### src/rtl/edac_err_stats_pkg.sv
// Shared types and helpers for the EDAC error statistics block:
// read FSM states, counter-select encoding, all-ones constant.
package edac_err_stats_pkg;

    typedef enum logic {
        IDLE = 1'b0,
        ACK  = 1'b1
    } rd_state_t;

    // rd_sel = 2*ch + kind
    localparam int unsigned SEL_SBE = 0;
    localparam int unsigned SEL_DBE = 1;

    function automatic int unsigned cnt_idx(
        input int unsigned ch,
        input int unsigned kind
    );
        return 2 * ch + kind;
    endfunction

    // Saturation value of a w-bit counter (w <= 32)
    function automatic logic [31:0] all_ones(
        input int unsigned w
    );
        if (w >= 32)
            return 32'hFFFF_FFFF;
        return (32'd1 << w) - 32'd1;
    endfunction

endpackage

### src/rtl/edac_err_stats_sat_counter.sv
// Saturating up-counter with synchronous clear (clr+inc loads 1).
// Ports: CLK, nRESET, inc, clr -> cnt, at_max.
module edac_err_stats_sat_counter
    import edac_err_stats_pkg::*;
#(
    parameter int COUNT_WIDTH = 8
) (
    input  logic                   CLK,
    input  logic                   nRESET,
    input  logic                   inc,
    input  logic                   clr,
    output logic [COUNT_WIDTH-1:0] cnt,
    output logic                   at_max
);

    localparam logic [COUNT_WIDTH-1:0] MAX =
        COUNT_WIDTH'(all_ones(COUNT_WIDTH));
    localparam logic [COUNT_WIDTH-1:0] ONE = 1;

    assign at_max = (cnt == MAX);

    always_ff @(posedge CLK or negedge nRESET) begin
        if (!nRESET)
            cnt <= '0;
        else if (clr)
            cnt <= inc ? ONE : '0;
        else if (inc && !at_max)
            cnt <= cnt + ONE;
    end

endmodule

### src/rtl/edac_err_stats.sv
// Per-channel SBE/DBE saturating error counters with a one-cycle
// req/ack read port (optional clear-on-read), sticky sat flags and
// a sticky DBE interrupt.
// Ports: CLK, nRESET, err_valid/err_ch/err_sbe/err_dbe (events),
//   rd_req/rd_sel/rd_clr -> rd_ack/rd_data (read), sat, irq_dbe,
//   irq_clr.
// Optional macro EDAC_SBE_THRESH_EN adds thresh_wr/thresh_val and
//   irq_sbe (SBE count reached a programmable threshold).
module edac_err_stats
    import edac_err_stats_pkg::*;
#(
    parameter int COUNT_WIDTH = 8,
    parameter int NUM_CH      = 2,
    parameter int SEL_W       = 4
) (
    input  logic                   CLK,
    input  logic                   nRESET,
    input  logic                   err_valid,
    input  logic [2:0]             err_ch,
    input  logic                   err_sbe,
    input  logic                   err_dbe,
    input  logic                   rd_req,
    input  logic [SEL_W-1:0]       rd_sel,
    input  logic                   rd_clr,
    output logic                   rd_ack,
    output logic [COUNT_WIDTH-1:0] rd_data,
    output logic [NUM_CH-1:0]      sat,
`ifdef EDAC_SBE_THRESH_EN
    input  logic                   thresh_wr,
    input  logic [COUNT_WIDTH-1:0] thresh_val,
    output logic                   irq_sbe,
`endif
    output logic                   irq_dbe,
    input  logic                   irq_clr
);

    localparam int NCNT = 2 * NUM_CH;
    localparam logic [COUNT_WIDTH-1:0] MAX =
        COUNT_WIDTH'(all_ones(COUNT_WIDTH));
    localparam logic [COUNT_WIDTH-1:0] ONE = 1;

    rd_state_t state, state_nx;
    logic      rd_take;
    logic      ev;

    logic [COUNT_WIDTH-1:0] cnt [NCNT];
    logic [COUNT_WIDTH-1:0] nxt [NCNT];
    logic [NCNT-1:0]        inc;
    logic [NCNT-1:0]        clr;
    logic [NCNT-1:0]        at_max;
    logic [NCNT-1:0]        nxt_max;
    logic [COUNT_WIDTH-1:0] sel_cnt;
    logic [NUM_CH-1:0]      sat_nx;

    assign ev = err_valid && (32'(err_ch) < NUM_CH);

    // Read FSM
    always_ff @(posedge CLK or negedge nRESET) begin
        if (!nRESET)
            state <= IDLE;
        else
            state <= state_nx;
    end

    always_comb begin
        state_nx = state;
        rd_take  = 1'b0;
        unique case (state)
            IDLE: begin
                if (rd_req) begin
                    rd_take  = 1'b1;
                    state_nx = ACK;
                end
            end
            ACK: state_nx = IDLE;
            default: state_nx = IDLE;
        endcase
    end

    assign rd_ack = (state == ACK);

    // Counters
    for (genvar i = 0; i < NCNT; i++) begin : g_cnt
        localparam int CH = i / 2;
        localparam bit IS_DBE = ((i % 2) == SEL_DBE);
        logic hit;

        assign hit = ev && (err_ch == 3'(CH));

        // A combined SBE+DBE report counts only as DBE
        if (IS_DBE) begin : g_dbe
            assign inc[i] = hit && err_dbe;
        end else begin : g_sbe
            assign inc[i] = hit && err_sbe && !err_dbe;
        end

        assign clr[i] = rd_take && rd_clr &&
                        (rd_sel == SEL_W'(i));

        // Post-edge value, mirrors the counter's own update
        assign nxt[i] = clr[i] ? (inc[i] ? ONE : '0) :
                        (inc[i] && !at_max[i]) ?
                        cnt[i] + ONE : cnt[i];
        assign nxt_max[i] = (nxt[i] == MAX);

        edac_err_stats_sat_counter #(
            .COUNT_WIDTH(COUNT_WIDTH)
        ) u_cnt (
            .CLK   (CLK),
            .nRESET(nRESET),
            .inc   (inc[i]),
            .clr   (clr[i]),
            .cnt   (cnt[i]),
            .at_max(at_max[i])
        );
    end

    // Read mux: out-of-range selects return 0
    always_comb begin
        sel_cnt = '0;
        for (int i = 0; i < NCNT; i++)
            if (rd_sel == SEL_W'(i))
                sel_cnt = cnt[i];
    end

    always_ff @(posedge CLK or negedge nRESET) begin
        if (!nRESET)
            rd_data <= '0;
        else if (rd_take)
            rd_data <= sel_cnt;
    end

    // Sticky saturation: a clear-read re-evaluates from the
    // post-edge counter values, otherwise only sets.
    always_comb begin
        sat_nx = sat;
        for (int c = 0; c < NUM_CH; c++) begin
            if (clr[cnt_idx(c, SEL_SBE)] ||
                clr[cnt_idx(c, SEL_DBE)])
                sat_nx[c] = nxt_max[cnt_idx(c, SEL_SBE)] ||
                            nxt_max[cnt_idx(c, SEL_DBE)];
            else if (nxt_max[cnt_idx(c, SEL_SBE)] ||
                     nxt_max[cnt_idx(c, SEL_DBE)])
                sat_nx[c] = 1'b1;
        end
    end

    always_ff @(posedge CLK or negedge nRESET) begin
        if (!nRESET)
            sat <= '0;
        else
            sat <= sat_nx;
    end

    // Set wins over clear
    always_ff @(posedge CLK or negedge nRESET) begin
        if (!nRESET)
            irq_dbe <= 1'b0;
        else if (ev && err_dbe)
            irq_dbe <= 1'b1;
        else if (irq_clr)
            irq_dbe <= 1'b0;
    end

`ifdef EDAC_SBE_THRESH_EN
    logic [COUNT_WIDTH-1:0] thresh;
    logic                   sbe_hit;

    always_ff @(posedge CLK or negedge nRESET) begin
        if (!nRESET)
            thresh <= MAX;
        else if (thresh_wr)
            thresh <= thresh_val;
    end

    // Only a real increment that lands on the threshold counts
    always_comb begin
        sbe_hit = 1'b0;
        for (int c = 0; c < NUM_CH; c++) begin
            if (inc[cnt_idx(c, SEL_SBE)] &&
                (clr[cnt_idx(c, SEL_SBE)] ||
                 !at_max[cnt_idx(c, SEL_SBE)]) &&
                (nxt[cnt_idx(c, SEL_SBE)] == thresh))
                sbe_hit = 1'b1;
        end
    end

    always_ff @(posedge CLK or negedge nRESET) begin
        if (!nRESET)
            irq_sbe <= 1'b0;
        else if (sbe_hit)
            irq_sbe <= 1'b1;
        else if (irq_clr)
            irq_sbe <= 1'b0;
    end
`endif

endmodule

### config.mk
export PLATFORM = sky130hd
export DESIGN_NAME = edac_err_stats
export DESIGN_NICKNAME = d
export VERILOG_FILES = /design/src/rtl/edac_err_stats_pkg.sv /design/src/rtl/edac_err_stats_sat_counter.sv /design/src/rtl/edac_err_stats.sv
export SDC_FILE = /design/constraint.sdc
export NUM_CORES = 1
export LEC_CHECK = 0
export ABC_AREA = 1
export BUFFER_PORTS_ARGS = -buffer_cell sky130_fd_sc_hd__buf_2
export CAP_MARGIN = 20
export CORE_MARGIN = 2
export CORE_UTILIZATION = 35
export CTS_BUF_LIST = sky130_fd_sc_hd__clkbuf_2 sky130_fd_sc_hd__clkbuf_4 sky130_fd_sc_hd__clkbuf_8
export CTS_CLUSTER_DIAMETER = 60
export DETAILED_ROUTE_END_ITERATION = 10
export HOLD_SLACK_MARGIN = 0.1
export PLACE_DENSITY = 0.51
export SLEW_MARGIN = 30
export SYNTH_ARGS = -nofsm -noshare
export SYNTH_HDL_FRONTEND = slang
export SYNTH_SLANG_ARGS = --single-unit
### constraint.sdc
create_clock -name CLK -period 3.5 [get_ports CLK]
set_input_delay 0.35 -clock CLK [delete_from_list [all_inputs] [get_ports CLK]]
set_output_delay 0.35 -clock CLK [all_outputs]
set_load 0.01 [all_outputs]
### After elaboration in Yosys (flattened, before gate mapping)

Index checks and enable logic that the tools add are counted.

* flip-flop bits (word level): 44
* bits in latches: 0
* RAM bits: 0
* bits in read-only memories: 0
* input bits: 15
* output and inout bits: 12
* memories: 0

* add/subtract/negate cells: 4
* multiply operators: 0
* divide/modulo/power cells: 0
* magnitude comparators: 1
* equality and inequality tests: 12
* shift operators: 0
* multiplexer cells: 25
* bitwise gates (word level): 1
* reductions and logical operators: 33

Operators with widths (number)
* 2-to-1 mux 8 bit: 12
* equality test 8 bit, second input constant: 8
* adder 8 x 1 -> 8 bit, second input constant: 4
* logical AND 1 bit: 19
* 2-to-1 mux 1 bit: 12
* equality test 4 x 2 -> 1 bit, second input constant: 2
* nonzero test 2 bit: 3
* zero test 1 bit: 5
* equality test 4 x 1 -> 1 bit, second input constant: 1
* zero test 4 bit: 1
* logical OR 1 bit: 4
* equality test 3 x 1 -> 1 bit, second input constant: 1
* zero test 3 bit: 1
* less-than comparator 3 x 2 -> 1 bit, second input constant: 1
* case mux 1 bit (2 select lines): 1
* inverter 1 bit: 1

### Longest topological paths before layout

* word-level depth: 12
* depth in mapped cells: 13
* mapped depth without buffers: 13

### Hierarchy

From an unflattened synthesis, not the netlist that was laid out.

* cells, all modules: 469
* area, all modules: 3209.3 µm²

Modules (own cells, without submodules)
* edac_err_stats_sat_counter: instances 4, cells each 71, area an instance 503.0 µm², seq. area each 200.2 µm²
* edac_err_stats: instances 1, cells each 185, area an instance 1197.4 µm², seq. area each 300.3 µm²

### Least setup slack after synthesis

Ideal clock, no wire load.

* path kind: register to register
* from: register g_cnt[2].u_cnt.cnt[0]
* to: register sat[1]
* library setup time: 0.069 ns
* arrival: 1.476 ns
* setup slack: 1.955 ns
* stages on the path, launching flop included: 13
* buffers on the path: 0
* clock period less this slack: 1.545 ns
* cell sequence: dfrtp_1 -> ha_1 -> inv_1 -> nor2_1 -> nand2_1 -> nand2_2 -> nand2_1 -> nand3_1 -> nor2_1 -> nand2_1 -> nor2_1 -> nand2_1 -> nand3_1

* word-level cells in the longest chain between the ends: 8

Ends and longest elaborated chain
* start: declaration: line edac_err_stats_sat_counter.sv:12 `output logic [COUNT_WIDTH-1:0] cnt,`
* start signal: assignment: line edac_err_stats_sat_counter.sv:26 `cnt <= inc ? ONE : '0;`
* start signal: assignment: line edac_err_stats_sat_counter.sv:28 `cnt <= cnt + ONE;`
* parallel branches: the longest is 3 deep, another holds adder 8 x 1 -> 8 bit
* 2-to-1 mux 8 bit (*): line edac_err_stats.sv:102 `(inc[i] && !at_max[i]) ?`
* 2-to-1 mux 8 bit (*)
* equality test 8 bit (*): line edac_err_stats.sv:104 `assign nxt_max[i] = (nxt[i] == MAX);`
* logical OR 1 bit (*): line edac_err_stats.sv:140, edac_err_stats.sv:142
* 2-to-1 mux 1 bit / nonzero test 2 bit (equally long branches)
* end signal: assignment: line edac_err_stats.sv:152 `sat <= sat_nx;`
* end: declaration: line edac_err_stats.sv:27 `output logic [NUM_CH-1:0] sat,`

Every way passes the cells marked *.
A chain may end at the register's enable or synchronous reset.

==> flow_summary.rst <==
.. list-table::
   :header-rows: 1

   * - Metric
     - Value
   * - Arrival @ worst endpoint
     - 2150 ps
   * - Clock transition at the registers of the reported paths
     - 90 ps
   * - Number of nets at the end of the flow
     - 508
   * - Synth Area in Simple Gates
     - 45.27%
   * - Count of buffers from port buffering
     - 26
   * - Min Clock Period, post-route
     - 1912 ps
   * - Proportion of layout cells with a drive suffix above 1
     - 12.65%
   * - First-pass GRT wire length
     - 12,180 µm
   * - Count of pins over their slew limit
     - 0
   * - Top cells by count, synth
     - nand2_1 (165), nor2_1 (60), inv_1 (58)
   * - Count of placed standard cells including taps
     - 586
   * - Portion of total power attributed to sequential cells
     - 45.4%
   * - Die footprint
     - 9300 µm²
   * - Clk buf depth
     - 2
   * - WL met1
     - 3819 µm
   * - Measured slew at the worst slew-check pin
     - 817.8 ps
   * - Fraction of registers with async set/reset
     - 100.0%
   * - Setup repair after global routing missed its margin
     - no
   * - Synth area leader
     - dfrtp_1
   * - Mapped Cells
     - 459
   * - Net Switching
     - 772.8 µW
   * - Syn avg cell area
     - 6.515 µm²
   * - Uppermost metal layer occupied by signal nets
     - met4
   * - WHS
     - 232.3 ps
   * - Leakage component of the power
     - 1.792 nW
   * - Worst path required time
     - 3740 ps
   * - Initial core utilization
     - 36.21%
   * - Master cell of the clock root buffer
     - clkbuf_8
   * - I/O Pins
     - 27
   * - Final Hold Viols
     - 0
   * - Sw frac
     - 42.95%
   * - Utilization after layout
     - 40.39%
   * - Number of buffers created by CTS
     - 5
   * - Die width
     - 96.44 µm
   * - Portion of netlist area occupied by mux cells
     - 0%
   * - CTS HTree Levels
     - 2
   * - Worst relative slew slack
     - 45.28%
   * - Core box area
     - 8258 µm²
   * - Antenna diode count
     - 0
   * - Vias after detailed routing
     - 2,910
   * - Routed wire length on met2
     - 3482 µm
   * - Worst path max stage delay
     - 630 ps
   * - Synthesis-stage register bit count
     - 44
   * - Post-Synth XOR/XNOR Area
     - 1.172%
   * - Remaining Overflow, GRT
     - 0
   * - Remaining design rule violation count
     - 0
   * - Post-route clock skew
     - 9.408 ps
   * - Total setup violations reported at the end of the flow
     - 0
   * - Met3 Routed Length
     - 312 µm
   * - Clock latency on the worst-skew pair
     - 300 ps
   * - WL/cell
     - 12.86 µm
   * - Row count
     - 33
   * - Final worst setup slack
     - 1588 ps
   * - Worst Setup Start Kind
     - input port
   * - Sequential share of the synthesized area
     - 36.82%
   * - Number of antenna violations at the first check in global routing
     - 0
   * - Cell area after technology mapping
     - 2990 µm²
   * - Fmax
     - 523.1 MHz
   * - TritonCTS clock tree
     - built
   * - Maximum fanout along the worst path
     - 11
   * - Height of the chip
     - 96.44 µm
   * - Via count of the first global-routing pass
     - 2,597
   * - Overall fraction of global-route tracks in use
     - 17.22%
   * - Worst-path cell chain
     - buf_2, nor2_4, nand2_2, nor2_1, nand2_2, nand2_1, nand2_1, nor2_2, nand3_1, nor2_1, nand2_1, nand3_1
   * - Crit Path Class
     - input port to flip-flop
   * - Status
     - complete, no violations
   * - Post-CTS setup buffer count
     - 0
   * - Dominant combinational cell family by area after synthesis
     - simple AND/OR/NAND/NOR gates
   * - Comb pwr share
     - 36.2%
   * - Kind of end point of the critical path
     - flip-flop
   * - Leading cell types by total area after synthesis
     - dfrtp_1 (37%), nand2_1 (21%), nor2_1 (7.5%), inv_1 (7.3%), nand3_1 (7.2%)
   * - HPWL after detailed placement
     - 5896 µm
   * - Cell internal pwr
     - 1.027 mW
   * - Yosys Warn Count
     - 0
   * - Fraction of synthesized cell area taken by the top area cell type
     - 36.82%
   * - Synthesized netlist net count
     - 478
   * - Post-layout instance count excluding filler cells
     - 595
   * - Register-to-register setup slack
     - 1590 ps
   * - Fraction of the cycle the final worst path needs
     - 54.62%
   * - Cell with the most instances after synthesis
     - nand2_1
   * - Clock network fraction of total power
     - 18.5%
   * - Initial DRC Count
     - 85
   * - Global placement routability congestion
     - 0.8592
   * - Max-cap check violation count
     - 0
   * - Post-synthesis adder-cell area fraction
     - 1.674%
   * - Layout overhead on the synthesized area
     - 11.55%
   * - DR pass1 iterations
     - 4
   * - DRT antenna net count
     - 0
   * - Maximum ir drop on the vdd rail
     - 0.0002712 V
   * - Number of flops mapped to enable cells by yosys
     - 0
   * - Average vias per placed instance
     - 4.891
   * - Clock Sink Count
     - 44
   * - Total length of routed wires
     - 7649 µm
   * - Pin count of the biggest net entering global routing
     - 45
   * - Primary FF master, synth
     - dfrtp_1
   * - Power per cell area
     - 539.4 nW/µm²
   * - Master of the slowest instance on the critical path
     - nor2_1
   * - Yosys cell types
     - 29
   * - Final TNS setup
     - 0 ps
   * - Cell type with the highest occurrence count on the critical path
     - nand2_1
   * - Minimum setup slack after placement
     - 1284 ps
   * - Compound-cell area share of the yosys netlist
     - 6.695%
   * - Worst hold path class
     - input port to flip-flop
## per-layer routing
| metal | vias to the layer above | GRT usage [%] |
|---|---|---|
| met5 | - | 0 |
| met4 | 0 | 3.638 |
| li1 | 1507 | - |
| met3 | 2 | 3.258 |
| met2 | 63 | 28.01 |
| met1 | 1338 | 23.97 |
## final timing paths
| path | from | endpoint | depth (start not counted) |
|---|---|---|---|
| min reg2reg | rd_data[1] | rd_data[1] | 2 |
| min | irq_clr | irq_dbe | 2 |
| max in group asynchronous | nRESET | rd_data[1] | 2 |
| max | err_ch[1] | sat[1] | 12 |
| max reg2reg | g_cnt[2].u_cnt.cnt[0] | sat[1] | 12 |
| min in group asynchronous | nRESET | g_cnt[1].u_cnt.cnt[5] | 2 |
## cell type report
cell class,instances,area (µm²)
Inverter,61,229.0
Clock inverter,3,23.77
Tap cell,105,131.4
Fill cell,913,4922
Sequential cell,44,1101
Clock buffer,5,68.82
Timing Repair Buffer,27,142.6
Multi-Input combinational cell,350,1639
## repair_timing
item / in CTS / in global routing
endpoints found under the hold margin: 44 / 0
resized for setup: 0 / 0
hold buffers: 1 / 0
## per-stage QoR
step,power [mW],area (µm²)
after floorplan,1.283,2990
after global placement,1.471,3231
after detailed placement,1.472,3233
after CTS,1.817,3336
after global routing,1.964,3336
final,1.799,3336
## state kept, by name, summed over array words and instances (netlist names)
register,cells
g_cnt.u_cnt.cnt,32
rd_ack,1
sat,2
irq_dbe,1
rd_data,8
## logic make-up after synthesis
group,Yosys count
AOI/OAI and AO/OA,35
DFF,44
xor gates and xnor gates,4
and+or+nand+nor,307
buffers and inverters,65
adders and majority gates,4
## critical path, delay by kind of cell
family / cells / cell delay [ps]
buffers and inverters: 1 / 110
AND/OR/NAND/NOR: 11 / 1680
## power groups by stage
stage	registers [mW]	clock network [mW]	logic, mW
after CTS	0.814	0.349	0.654
after global placement	0.826	0	0.645
final	0.817	0.332	0.650
after global routing	0.842	0.361	0.761
after detailed placement	0.824	0	0.648
after floorplan	0.774	0	0.509
## cells in the final DEF, fill, tap and decap left out, types with 7 or more instances in the layout
cell type and instances:
nand3_1 43, a21oi_1 10, a31oi_1 7, inv_1 58
dfrtp_1 44, nand2_1 165, o21ai_0 9, buf_2 25
nand2_2 8, nor2_1 60, nand4_1 10
No activity file was read; power rests on OpenSTA's default activity.
